<file path="src/rtl/clock_data_tx.sv">
// Turns a 1 s snapshot of the BCD clock (plus alarm flag) into an ASCII line
// "HH:MM:SS[*]\r\n" streamed one byte at a time over a valid/ready interface.
module clock_data_tx #(
    parameter logic [7:0] SEP_CHAR     = 8'h3A,
    parameter bit         EOL_CR       = 1'b1,
    parameter bit         ALARM_TAG_EN = 1'b1
) (
    input  logic        clk,
    input  logic        rst,
    input  logic        time_1s,
    input  logic [23:0] clock_data,
    input  logic        alarm_en,
    output logic [7:0]  tx_data,
    output logic        tx_vld,
    input  logic        tx_rdy,
    output logic        busy,
    output logic        overrun
);

    typedef enum logic {IDLE, SEND} state_t;

    state_t      state_q, state_d;
    logic [3:0]  idx_q, idx_d;
    logic [23:0] snapTime_q, snapTime_d;
    logic        snapAlarm_q, snapAlarm_d;
    logic [7:0]  txData_q, txData_d;
    logic        txVld_q, txVld_d;
    logic        busy_q, busy_d;
    logic        overrun_q, overrun_d;
    logic [3:0]  lastIdx;
    logic        handshake;

    function automatic logic [7:0] digitChar(input logic [3:0] d);
        return (d > 4'd9) ? 8'h3F : (8'h30 + {4'h0, d});
    endfunction

    // Byte at position idx of the frame built from time t and alarm flag.
    function automatic logic [7:0] frameByte(input logic [3:0] idx, input logic [23:0] t,
                                             input logic alarm);
        logic       tag;
        logic [7:0] b;
        tag = ALARM_TAG_EN && alarm;
        case (idx)
            4'd0:    b = digitChar(t[23:20]);
            4'd1:    b = digitChar(t[19:16]);
            4'd2:    b = SEP_CHAR;
            4'd3:    b = digitChar(t[15:12]);
            4'd4:    b = digitChar(t[11:8]);
            4'd5:    b = SEP_CHAR;
            4'd6:    b = digitChar(t[7:4]);
            4'd7:    b = digitChar(t[3:0]);
            4'd8:    b = tag ? 8'h2A : (EOL_CR ? 8'h0D : 8'h0A);
            4'd9:    b = (tag && EOL_CR) ? 8'h0D : 8'h0A;
            default: b = 8'h0A;
        endcase
        return b;
    endfunction

    assign lastIdx   = 4'd8 + ((ALARM_TAG_EN && snapAlarm_q) ? 4'd1 : 4'd0)
                            + (EOL_CR ? 4'd1 : 4'd0);
    assign handshake = txVld_q && tx_rdy;

    // A request arriving on the last-byte handshake chains straight into a new frame.
    always_comb begin
        state_d     = state_q;
        idx_d       = idx_q;
        snapTime_d  = snapTime_q;
        snapAlarm_d = snapAlarm_q;
        txData_d    = txData_q;
        txVld_d     = txVld_q;
        busy_d      = busy_q;
        overrun_d   = 1'b0;
        case (state_q)
            IDLE: begin
                if (time_1s) begin
                    state_d     = SEND;
                    idx_d       = 4'd0;
                    snapTime_d  = clock_data;
                    snapAlarm_d = alarm_en;
                    txData_d    = frameByte(4'd0, clock_data, alarm_en);
                    txVld_d     = 1'b1;
                    busy_d      = 1'b1;
                end
            end
            SEND: begin
                if (handshake && idx_q == lastIdx) begin
                    if (time_1s) begin
                        idx_d       = 4'd0;
                        snapTime_d  = clock_data;
                        snapAlarm_d = alarm_en;
                        txData_d    = frameByte(4'd0, clock_data, alarm_en);
                    end else begin
                        state_d = IDLE;
                        txVld_d = 1'b0;
                        busy_d  = 1'b0;
                    end
                end else begin
                    if (handshake) begin
                        idx_d    = idx_q + 4'd1;
                        txData_d = frameByte(idx_q + 4'd1, snapTime_q, snapAlarm_q);
                    end
                    overrun_d = time_1s;
                end
            end
            default: state_d = IDLE;
        endcase
    end

    always_ff @(posedge clk) begin
        if (rst) begin
            state_q     <= IDLE;
            idx_q       <= 4'd0;
            snapTime_q  <= 24'h0;
            snapAlarm_q <= 1'b0;
            txData_q    <= 8'h00;
            txVld_q     <= 1'b0;
            busy_q      <= 1'b0;
            overrun_q   <= 1'b0;
        end else begin
            state_q     <= state_d;
            idx_q       <= idx_d;
            snapTime_q  <= snapTime_d;
            snapAlarm_q <= snapAlarm_d;
            txData_q    <= txData_d;
            txVld_q     <= txVld_d;
            busy_q      <= busy_d;
            overrun_q   <= overrun_d;
        end
    end

    assign tx_data = txData_q;
    assign tx_vld  = txVld_q;
    assign busy    = busy_q;
    assign overrun = overrun_q;

endmodule

</file>
<file path="config.mk">
export PLATFORM = sky130hd
export DESIGN_NAME = clock_data_tx
export DESIGN_NICKNAME = d
export VERILOG_FILES = /design/src/rtl/clock_data_tx.sv
export SDC_FILE = /design/constraint.sdc
export NUM_CORES = 1
export LEC_CHECK = 0
export CAP_MARGIN = 30
export CORE_ASPECT_RATIO = 0.9
export CORE_MARGIN = 2
export CORE_UTILIZATION = 40
export DETAILED_ROUTE_END_ITERATION = 8
export GPL_ROUTABILITY_DRIVEN = 0
export PLACE_DENSITY = 0.74
export SKIP_CTS_REPAIR_TIMING = 1
export SLEW_MARGIN = 5
export SYNTH_ARGS = -nofsm -noshare
export SYNTH_HDL_FRONTEND = slang
export SYNTH_SLANG_ARGS = --single-unit
</file>
<file path="constraint.sdc">
create_clock -name clk -period 5.4 [get_ports clk]
set_input_delay 0.81 -clock clk [delete_from_list [all_inputs] [get_ports clk]]
set_output_delay 0.81 -clock clk [all_outputs]
set_load 0.02 [all_outputs]
</file>
# Yosys cells after proc, flatten, opt, wreduce, memory -nomap -nowiden
# Index checks and enable logic that the tools add are counted.
# totals
wordCells	77
inputBits	29
regBits	40
output_inout_bits	11
# op_classes
reduce_logical	6
addsub	10
n_bitwise	1
eq_ne	14
n_mux	32
magnitude_cmp	7
# ops
cell	n
7-bit one-hot mux with 9 select lines	1
6-bit by 4-bit adder with 7-bit output, first input constant	7
7-bit 2-to-1 mux	7
24-bit 2-to-1 mux	2
24-bit one-hot mux with 2 select lines	1
4-bit > comparator, second input constant	7
8-bit 2-to-1 mux	3
4-bit by 3-bit == test with 1-bit output, second input constant	4
8-bit one-hot mux with 2 select lines	1
4-bit 2-to-1 mux	3
4-bit by 1-bit adder with 4-bit output, second input constant	2
4-bit by 2-bit == test with 1-bit output, second input constant	2
4-bit == test, second input constant	2
1-bit 2-to-1 mux	8
4-bit one-hot mux with 2 select lines	1
6-bit 2-to-1 mux	1
1-bit one-hot mux with 2 select lines	3
4-bit by 1-bit adder with 4-bit output, first input constant	1
4-bit by 1-bit == test with 1-bit output, second input constant	1
4-bit == test	1
4-bit logical NOT	1
2-bit inequality test, second input constant	2
3-bit 2-to-1 mux	1
3-bit by 1-bit inequality test with 1-bit output, second input constant	1
other kinds (6)	7

# Longest topological paths before layout
# Gate-level depths: netlist of the first run.
# depth
depth_word	7
depth_mapped	9
depth_no_buf	7

# Worst setup path before layout of the first run
# No wires, ideal clock.
# synth_timing
path_kind	reg2reg
start	register idx_q[0]
end	register txData_q[1] (netlist: tx_data[1])
setup_slack_ns	3.408
setup_ns	0.146
path_buffers	2
path_stages_with_launch	10
arrival_ns	1.846
cell_sequence	dfxtp_1 > buf_4 > inv_1 > ha_1 > clkbuf_1 > nor4_1 > a21oi_1 > a221oi_1 > a2111oi_0 > a31oi_1
# synth_via
elab_chain_len	7
elab_cells_between_ends	19
classes_between	add/sub (1); eq/ne (11); mux (4); reduce/logical (3)
# synth_lines
element	line_no	source
from (decl)	23	logic [3:0] idx_q, idx_d;
from (signal assigned)	121	idx_q <= idx_d;
4-bit by 1-bit adder with 4-bit output	100	txData_d = frameByte(idx_q + 4'd1, snapTime_q, snapAlarm_q);
4-bit by 3-bit == test with 1-bit output or 4-bit by 2-bit == test with 1-bit output (tied branches)	43	case (idx)
2-bit OR reduction (no source line)	n/a	
7-bit one-hot mux with 9 select lines	43	
8-bit 2-to-1 mux	98	if (handshake) begin
8-bit 2-to-1 mux	86	if (handshake && idx_q == lastIdx) begin
8-bit one-hot mux with 2 select lines	73	case (state_q)
to (signal assigned)	124	txData_q <= txData_d;
to (decl)	26	logic [7:0] txData_q, txData_d;
# Parallel ways exist; a longest one is shown, timed or not. The select of a mux whose other input is x is not followed.
# A chain may end at the register's enable or synchronous reset.

# Worst setup path after layout of the first run
# layout_timing
start	input time_1s
end	register txData_q[1] (netlist: tx_data[1])
# layout_via
elab_chain_len	3
# layout_lines
element	line_no	source
from (decl)	10	input logic time_1s,
8-bit 2-to-1 mux (*)	n/a	
8-bit 2-to-1 mux	n/a	
8-bit one-hot mux with 2 select lines (*)	n/a	
# Mark *: on every way between the ends. The rest lies on a longest branch, timed or not.

==> results of run 1 <==
==> area by class of cell <==
class	count	area, sq um	share of cell area
Clock buffer	6	72.6	0.0273
Clock inverter	1	5.00	0.00188
Inverter	10	37.5	0.0141
Multi-Input combinational cell	210	1250	0.472
Sequential cell	40	801	0.301
Tap cell	67	83.8	0.0315
Timing Repair Buffer	41	405	0.152
==> metal layers <==
metal / routed length (microns) / GRT usage / vias up
met2: 2300 / 0.268 / 60
met5: 0 / 0 / -
met3: 278 / 0.0413 / 7
li1: - / - / 1081
met4: 53 / 0.0444 / 0
met1: 2570 / 0.256 / 996
==> power by group through the flow <==
stage	registers, W	logic, W	clock network [W]
2_1_floorplan	0.000336	0.0000554	0
3_3_place_gp	0.000334	0.0000997	0
3_5_place_dp	0.000335	0.000101	0
4_1_cts	0.000328	0.000101	0.000189
5_1_grt	0.000330	0.000111	0.000203
6_report	0.000328	0.000101	0.000186
==> flip-flops by register name, indices dropped and copies added (netlist names) <==
| register | count |
|---|---|
| idx_q | 4 |
| snapTime_q | 24 |
| snapAlarm_q | 1 |
| state_q | 1 |
| overrun | 1 |
| busy | 1 |
| tx_data | 8 |
==> synth_stat cells (4+ instances only) <==
| master | instances |
|---|---|
| a21o_1 | 8 |
| a21oi_1 | 43 |
| a22oi_1 | 4 |
| buf_2 | 6 |
| clkbuf_1 | 8 |
| dfxtp_1 | 40 |
| ha_1 | 5 |
| inv_1 | 10 |
| mux2i_1 | 6 |
| nand2_1 | 32 |
| nand3_1 | 27 |
| nor2_1 | 11 |
| nor3_1 | 4 |
| o21a_1 | 7 |
| o21ai_0 | 17 |
| o221ai_1 | 5 |
==> worst reg2reg max path: stages (launching register included) <==
cell and delay, ns:
dfxtp_1 0.60, ha_1 0.48, nand2_1 0.14, o21ai_0 0.39
a221oi_1 0.15, a2111oi_0 0.59, a31oi_1 0.15
==> kinds of logic (layout without fill, tap and decap cells) <==
family          after synthesis  after routing
buf+inv                      30             58
compound gates              106            106
flops                        40             40
simple gates                 93             93
mux                           6              6
fa+ha+maj                     5              5
==> path summary, 6_finish.rpt <==
| path | start | to | slack (ns) | depth (start not counted) |
|---|---|---|---|---|
| worst max register to register | idx_q[1] | tx_data[1] | 2.74 | 6 |
| worst min register to register | snapTime_q[0] | snapTime_q[0] | 0.46 | 2 |
| worst min-delay path | snapTime_q[0] | snapTime_q[0] | 0.46 | 2 |
| worst max-delay path | time_1s | tx_data[1] | 2.62 | 5 |
==> stage by stage <==
step | power, W | utilization | hold slack [ns]
6_report | 0.000614 | 0.503 | 0.456
5_1_grt | 0.000644 | 0.503 | 0.483
4_1_cts | 0.000618 | 0.503 | 0.458
3_5_place_dp | 0.000435 | 0.488 | 0.448
3_3_place_gp | 0.000433 | 0.488 | 0.444
2_1_floorplan | 0.000392 | - | 0.433
==> results by group, run 1 <==
Worst setup path
  – Delay-heaviest family, CP: buffers and inverters
  – CP Buf/Inv Count: 2
  – Crit-path max FO: 25
  – CP arrival: 3.01 ns
  – WP data required: 5.62 ns
  – CP Class: primary input to flip-flop
  – CP max-delay cell: clkdlybuf4s50_1
  – Cell Chain, Critical Path: clkdlybuf4s50_1 > inv_1 > a21oi_1 > o221ai_1 > a31oi_1
  – Largest stage delay on the critical path: 1.02 ns
  – Setup crit start kind: primary input
  – CP endpoint kind: flip-flop

Power and ir drop
  – Flop pwr share: 0.534
  – Max rail drop VDD: 0.165 mV
  – Switch Pwr: 0.000164 W
  – Pwr dens: 231 nW/um^2
  – Leak: 0.983 nW
  – P_int: 0.000450 W
  – Switching share of power: 0.267
  – Comb power frac: 0.164
  – Clock Power Share: 0.303

Floorplanning
  – Die extent in y: 74.4 microns
  – Die area: 6120 sq um
  – Boundary Pins: 40
  – Die Wd: 82.3 microns
  – Site row count: 25
  – Initial Util: 0.417
  – Core area: 5290 sq um

Timing
  – Unrepaired setup endpoints after global routing: no
  – Slew @ Worst Pin: 0.848 ns
  – Worst slew margin: 0.433
  – Maximum clock rate: 359 MHz
  – Final worst-path cycle share: 0.515
  – Setup TNS Final: 0 ns
  – Worst clock skew: 0.00506 ns
  – Endpoints failing setup: 0
  – Min Tclk post-route: 2.78 ns
  – Hold Fails Final Rpt: 0
  – Max-slew violation count: 0
  – PnR worst setup slack: 2.62 ns

Job
  – Max-Cap Viols: 0

Clock tree
  – Worst-Skew Late Latency: 0.29 ns
  – Total clock sinks: 40
  – CTS tree: done
  – Worst-path clk slew: 0.08 ns
  – Htree depth: 2
  – Cts bufs inserted: 5
  – Maximum buffer depth of the clock tree: 2
  – Root buffer cell: clkbuf_8

Route
  – WL per Instance: 13.9 microns
  – DR vias: 2,144
  – Drt total wl: 5210 microns
  – Via-per-instance ratio: 5.72
  – Initial DRC count: 205
  – Drt pass-1 iters: 4
  – Drt drc: 0
  – DRT antenna net count: 0

Synth
  – Multiplexer share of the synthesized area: 0.0272
  – Number of flops mapped to enable cells by yosys: 0
  – Compound-Gate Fraction of Synth Area: 0.309
  – Leading area contributor after synthesis: dfxtp_1
  – Post-Syn Nets: 314
  – Cell variety after synth: 46
  – Area share of fa/ha/maj cells after synthesis: 0.0284
  – Share of the synthesized area in the top cell type: 0.363
  – Ys flop type: dfxtp_1
  – Top post-synthesis cells by area: dfxtp_1 36%, a21oi_1 9.8%, nand3_1 6.1%
  – Mapped Cells: 280
  – YS warnings: 0
  – Post-synthesis sequential area ratio: 0.363
  – Synth Area in XOR/XNOR: 0
  – Avg Inst Size Synth: 7.87 sq um
  – Post-Synth Simple-Gate Area: 0.203
  – Largest family of logic cells by synthesized area: compound AO/OA/AOI/OAI gates
  – Mapped Area: 2200 sq um
  – Async S/R FF share, synth: 0
  – Synth Register Bits: 40

Cells and area
  – Most common cell after layout, fill and taps aside: a21oi_1
  – Antenna cells: 0
  – Non-Filler Instances: 375
  – Synthesis-to-layout area growth: 20.6%
  – Most frequent cells in the layout: 43 x a21oi_1, 40 x dfxtp_1, 39 x clkdlybuf4s50_1
  – Post-route cell area: 2660 sq um
  – Fillers: 534
  – Nets: 342
  – Layout cells sized above 1: 0.0552

Global routing
  – Largest net degree at the start of global routing: 36
  – Number of global-route vias before repair: 1,841
  – Global route overflow: 0
  – First-pass GRT wire length: 8500 microns
  – GRT Util Overall: 0.178
  – Initial antenna violation count: 0

Placement
  – Post-Place Cells: 368
  – Worst slack, placed: 2.33 ns
  – Cell Area, Placed: 2580 sq um
  – IO buf count: 39
  – DP HPWL: 3750 microns

Outcome
  – Status: finished, final reports clean

Min path
  – Worst min path class: flip-flop to flip-flop
(Power assumes the default switching activity.)
==> run 2, diff against run 1 <==
- PLACE_DENSITY: 0.74 -> 0.76
- clock period: 5.4 -> 2.3 ns (I/O delays scaled with it)
==> run 2 against run 1 <==
Net effect: critical path depth increased by 2; sequential share of layout area decreased by 1.2 points; cell count grew 2.7%; core utilization is 2.2 points higher; power increased by 150%; clock power rose to 2.6 times the previous value; wire length grew 7.8%; via count rose by 2.3%; clock skew is 0.0011 ns higher; flip-flop and latch count is the same.
==> results by group, run 2 (synthesis results as in run 1) <==
Timing
  – Min Tclk post-route: 2.10 ns
  – Worst hold slack: 0.454 ns (-0.00181 ns)
  – PnR worst setup slack: 0.202 ns (-2.41 ns)
  – Max-slew violation count: 0 (unchanged)
  – Slew @ Worst Pin: 0.515 ns (-0.334 ns)
  – Worst slew margin: 0.657 (+0.224)
  – Final worst-path cycle share: 0.912
  – Endpoints failing setup: 0 (unchanged)
  – Hold Fails Final Rpt: 0 (unchanged)
  – Maximum clock rate: 477 MHz
  – Unrepaired setup endpoints after global routing: no
  – Worst clock skew: 0.00617 ns (+0.00111 ns)

Cells and area
  – Fillers: 517 (-3.2%)
  – Synthesis-to-layout area growth: 25.8%
  – Area of the multi-input gates: 1270 sq um (+1.0%)
  – Most common cell after layout, fill and taps aside: a21oi_1
  – Antenna cells: 0 (unchanged)
  – Register area: 802 sq um (+0.16%)
  – Biggest register: snapTime_q
  – Nets: 351 (+2.6%)
  – Most frequent cells in the layout: 43 x a21oi_1, 39 x dfxtp_1, 39 x clkdlybuf4s50_1
  – Finished Core Util: 0.524 (+0.0215)
  – Non-Filler Instances: 385 (+2.7%)
  – Layout cells sized above 1: 0.0975 (+0.0423)
  – Max reg flops: 24 (unchanged)

Global routing
  – GR Util met3: 0.0437 (+0.00243)
  – Global route overflow: 0 (unchanged)
  – Largest net degree at the start of global routing: 26 (-28%)
  – Global Route met1 Usage: 0.266 (+0.00974)
  – Initial antenna violation count: 0 (unchanged)
  – GRT Util Overall: 0.192 (+0.0142)
  – First-pass GRT wire length: 9020 microns (+6.1%)
  – Number of global-route vias before repair: 1,877 (+2.0%)
  – Busiest grt layer: met2
  – Met2 usage: 0.288 (+0.0197)

Outcome
  – Status: finished, final reports clean

Worst setup path
  – Setup slack, reg-to-reg: 0.20 ns (-2.54 ns)
  – CP arrival: 2.32 ns (-0.69 ns)
  – Reg2Reg Capture Point: snapTime_q[11]
  – CP endpoint kind: flip-flop
  – Crit-path max FO: 16 (-36%)
  – CP Buf/Inv Count: 2 (unchanged)
  – WP data required: 2.53 ns (-3.09 ns)
  – Largest stage delay on the critical path: 0.40 ns (-0.62 ns)
  – FF-to-FF path depth: 7 (+1)
  – Setup crit start kind: flip-flop
  – Critical R2R Launch: idx_q[1]
  – CP max-delay cell: dfxtp_1
  – CP Class: flip-flop to flip-flop
  – Delay-heaviest family, CP: simple AND/OR/NAND/NOR gates
  – Cell Chain, Critical Path: buf_4 > or3b_1 > a211oi_2 > nand2b_2 > buf_12 > nand3_1 > a21oi_1

Power and ir drop
  – Max rail drop VDD: 0.359 mV (+120%)
  – Flop pwr share: 0.510 (-0.024)
  – Switching share of power: 0.269 (+0.00154)
  – Clock Power Share: 0.324 (+0.021)
  – Comb power frac: 0.167 (+0.003)
  – Pwr dens: 544 nW/um^2 (+140%)
  – Switch Pwr: 0.000405 W (+150%)
  – Leak: 1.04 nW (+5.5%)
  – P_int: 0.00110 W (+140%)

Route
  – Drt drc: 0 (unchanged)
  – DR vias: 2,193 (+2.3%)
  – Via-per-instance ratio: 5.70 (-0.37%)
  – Initial DRC count: 294 (+43%)
  – DRT antenna net count: 0 (unchanged)
  – Drt pass-1 iters: 4 (unchanged)
  – Drt total wl: 5620 microns (+7.8%)
  – WL per Instance: 14.6 microns (+5.0%)

Floorplanning
  – Core area: 5290 sq um (unchanged)
  – Die area: 6120 sq um (unchanged)
  – Initial Util: 0.417 (unchanged)
  – Die Wd: 82.3 microns (unchanged)
  – Die extent in y: 74.4 microns (unchanged)
  – Site row count: 25 (unchanged)
  – Boundary Pins: 40 (unchanged)

Placement
  – Worst slack, placed: -0.0327 ns (-2.36 ns)
  – IO buf count: 39 (unchanged)
  – Post-Place Cells: 377 (+2.4%)
  – DP HPWL: 4250 microns (+13%)

Min path
  – Worst Hold Launch: snapTime_q[0]
  – Worst min path class: flip-flop to flip-flop
  – Hold Path Sink: snapTime_q[0]
  – Hold depth: 2 (unchanged)

Job
  – Max-Cap Viols: 0 (unchanged)

Clock tree
  – Maximum buffer depth of the clock tree: 2 (unchanged)
  – CTS tree: done
  – Worst-Skew Late Latency: 0.29 ns (about the same)
  – Root buffer cell: clkbuf_8
  – Cts bufs inserted: 5 (unchanged)
  – Htree depth: 2 (unchanged)
  – Total clock sinks: 40 (unchanged)
  – Worst-path clk slew: 0.08 ns (about the same)
## run 2: cell types whose count changed in the layout (fill, tap and decap cells not counted), sizes merged
cell and delta:
buf +9, clkinv -1, clkinvlp +2
## run 2: layer usage
metal,routed length (microns),share of wire,vias up
met1,2640,0.47,1001
met5,0,0,-
met4,107,0.019,0
li1,-,-,1100
met2,2520,0.45,81
met3,353,0.063,11
## run 2: final cells by class
cell class | instances | area share
timing repair buffer | 50 | 0.175
clock buffer | 6 | 0.0298
tap | 67 | 0.0302
sequential | 40 | 0.289
multi-input combinational | 210 | 0.457
clock inverter | 2 | 0.00542
inverter | 10 | 0.0135
## run 2: power groups by stage
stage	sequential (W)	combinational [W]	clock, W
2_1_floorplan	0.000790	0.000130	0
4_1_cts	0.000769	0.000251	0.000500
6_report	0.000769	0.000251	0.000488
3_5_place_dp	0.000785	0.000250	0
3_3_place_gp	0.000783	0.000246	0
5_1_grt	0.000775	0.000276	0.000532
## run 2: metrics by stage
stage | TNS, ns | area [sq um] | total power [W]
after floorplan | 0 | 2200 | 0.000920
after global placement | 0 | 2660 | 0.00103
after detailed placement | -0.0432 | 2660 | 0.00103
after CTS | -0.0692 | 2760 | 0.00152
after global routing | 0 | 2770 | 0.00158
final | 0 | 2770 | 0.00151
## run 2: worst max path at each step
stage	start	endpoint	slack, ns	depth (start not counted)
2_1_floorplan	idx_q[0]	tx_data[1]	0.31	9
5_1_grt	idx_q[0]	tx_data[1]	0.08	7
3_5_place_dp	idx_q[0]	tx_data[1]	-0.03	6
4_1_cts	idx_q[0]	tx_data[1]	-0.04	6
3_3_place_gp	idx_q[0]	tx_data[1]	0.14	6
6_report	idx_q[1]	snapTime_q[11]	0.20	7
## run 2: tightest hold or removal path: stages, from the launching register on
cell and delay, ns:
dfxtp_1 0.31, nand2_1 0.05, a21oi_1 0.05
==> run 3, diff against run 2 <==
- CORE_MARGIN: 2 -> unset
==> run 3 against run 2 <==
Net effect: design area is 0.86% lower; cell count is 0.52% lower; via count is 0.55% higher; global-route usage is 1.0 points higher; clock power is 16% higher; wire length is 2.3% lower; worst hold slack better by 0.0045 ns; critical path depth stayed put; combinational power is 2% lower; largest cell class unchanged.
==> results by group, run 3 (synthesis results as in run 1) <==
Outcome
  – Status: finished, final reports clean

Worst setup path
  – WP data required: 2.52 ns (about the same)
  – Largest stage delay on the critical path: 0.39 ns (about the same)
  – Setup crit start kind: flip-flop
  – Crit-path most repeated cell: buf_4
  – Setup slack, reg-to-reg: 0.20 ns (about the same)
  – Crit-path max FO: 16 (unchanged)
  – CP Class: flip-flop to flip-flop
  – CP endpoint kind: flip-flop
  – Cell Chain, Critical Path: buf_4 > or3b_1 > a211oi_2 > nand2b_4 > buf_4 > nand3_1 > a21oi_1
  – CP arrival: 2.32 ns (about the same)
  – CP max-delay cell: or3b_1

Cells and area
  – Max reg flops: 24 (unchanged)
  – Synthesis-to-layout area growth: 24.7%
  – Most frequent cells in the layout: 43 x a21oi_1, 39 x dfxtp_1, 39 x clkdlybuf4s50_1
  – Biggest register: snapTime_q
  – Nets: 349 (-0.57%)
  – Antenna cells: 0 (unchanged)
  – Most common cell after layout, fill and taps aside: a21oi_1
  – Finished Core Util: 0.520 (-0.00450)
  – Layout cells sized above 1: 0.0823 (-0.0152)

Clock tree
  – Root buffer cell: clkbuf_8
  – Worst-Skew Late Latency: 0.29 ns (about the same)
  – CTS tree: done
  – Worst-path clk slew: 0.08 ns (about the same)
  – Maximum buffer depth of the clock tree: 2 (unchanged)
  – Total clock sinks: 40 (unchanged)
  – Cts bufs inserted: 5 (unchanged)
  – Htree depth: 2 (unchanged)

Power and ir drop
  – Max rail drop VDD: 0.506 mV (+41%)
  – Pwr dens: 575 nW/um^2 (+5.7%)
  – Leak: 1.03 nW (-0.37%)

Floorplanning
  – Die extent in y: 72.4 microns (-2.7%)
  – Die Wd: 80.3 microns (-2.4%)
  – Site row count: 25 (unchanged)
  – Die area: 5810 sq um (-5.1%)
  – Initial Util: 0.417 (unchanged)
  – Core area: 5290 sq um (unchanged)
  – Boundary Pins: 40 (unchanged)

Timing
  – Endpoints failing setup: 0 (unchanged)
  – Slew @ Worst Pin: 0.565 ns (+0.0505 ns)
  – PnR worst setup slack: 0.198 ns (-0.00413 ns)
  – Max-slew violation count: 0 (unchanged)
  – Final worst-path cycle share: 0.914 (+0.00180)
  – Worst slew margin: 0.623 (-0.0336)
  – Maximum clock rate: 476 MHz (-0.20%)
  – Unrepaired setup endpoints after global routing: no
  – Worst hold slack: 0.459 ns (+0.00447 ns)
  – Min Tclk post-route: 2.10 ns (+0.00413 ns)
  – Worst clock skew: 0.00977 ns (+0.00360 ns)
  – Hold Fails Final Rpt: 0 (unchanged)

Placement
  – DP HPWL: 4070 microns (-4.2%)
  – IO buf count: 39 (unchanged)
  – Worst slack, placed: 0.000397 ns (+0.0331 ns)

Route
  – Drt pass-1 iters: 6 (+2)
  – Via-per-instance ratio: 5.76 (+1.1%)
  – Initial DRC count: 262 (-11%)
  – WL per Instance: 14.3 microns (-1.8%)
  – DR vias: 2,205 (+0.55%)
  – Drt drc: 0 (unchanged)
  – DRT antenna net count: 0 (unchanged)
  – Drt total wl: 5490 microns (-2.3%)

Job
  – Max-Cap Viols: 0 (unchanged)

Global routing
  – Initial antenna violation count: 0 (unchanged)
  – Largest net degree at the start of global routing: 26 (unchanged)
  – Global route overflow: 0 (unchanged)
  – Number of global-route vias before repair: 1,959 (+4.4%)
  – GRT Util Overall: 0.202 (+0.0100)
  – First-pass GRT wire length: 9240 microns (+2.5%)

Min path
  – Worst min path class: flip-flop to flip-flop
-- run 3: power breakdown --
group	leakage [nW]	internal, W	switching, W
logic	0.650	0.000124	0.000122
registers	0.329	0.000731	0.0000391
clock network	0.0552	0.000322	0.000242
total	1.03	0.00118	0.000403
-- run 3: area by class of cell --
class | count | area, sq um
clock buffer | 6 | 72.6
clock inverter | 2 | 35.0
fill | 508 | 2540
inverter | 10 | 37.5
multi-input combinational | 210 | 1260
sequential | 40 | 802
tap | 67 | 83.8
timing repair buffer | 48 | 458
-- run 3: metrics by stage --
stage	total power (W)	cell area, sq um	TNS, ns	cells
finish	0.00158	2750	0	383
floorplan	0.000920	2200	0	280
global route	0.00165	2750	0	383
CTS	0.00158	2740	-0.0121	383
detailed placement	0.00103	2630	0	375
global placement	0.00102	2630	0	375
-- run 3: worst paths after layout --
path	startpoint	depth (start not counted)	endpoint
max reg2reg	idx_q[1]	7	snapTime_q[6]
min reg2reg	snapTime_q[12]	2	snapTime_q[12]
min	snapTime_q[12]	2	snapTime_q[12]
max	idx_q[1]	7	snapTime_q[6]
-- run 3: critical path, delay by kind of cell, from the launching register on --
kind                   cells  cell delay [ns]
buffers and inverters      2             0.42
DFF                        1             0.37
and+or+nand+nor            3             0.76
AOI/OAI and AO/OA          2             0.49
-- run 3: layer usage --
| metal | part of all wire | vias up | global-route usage |
|---|---|---|---|
| met1 | 0.47 | 997 | 0.283 |
| met4 | 0.015 | 0 | 0.0516 |
| met5 | 0 | - | 0 |
| met2 | 0.44 | 102 | 0.310 |
| li1 | - | 1097 | - |
| met3 | 0.071 | 9 | 0.0503 |
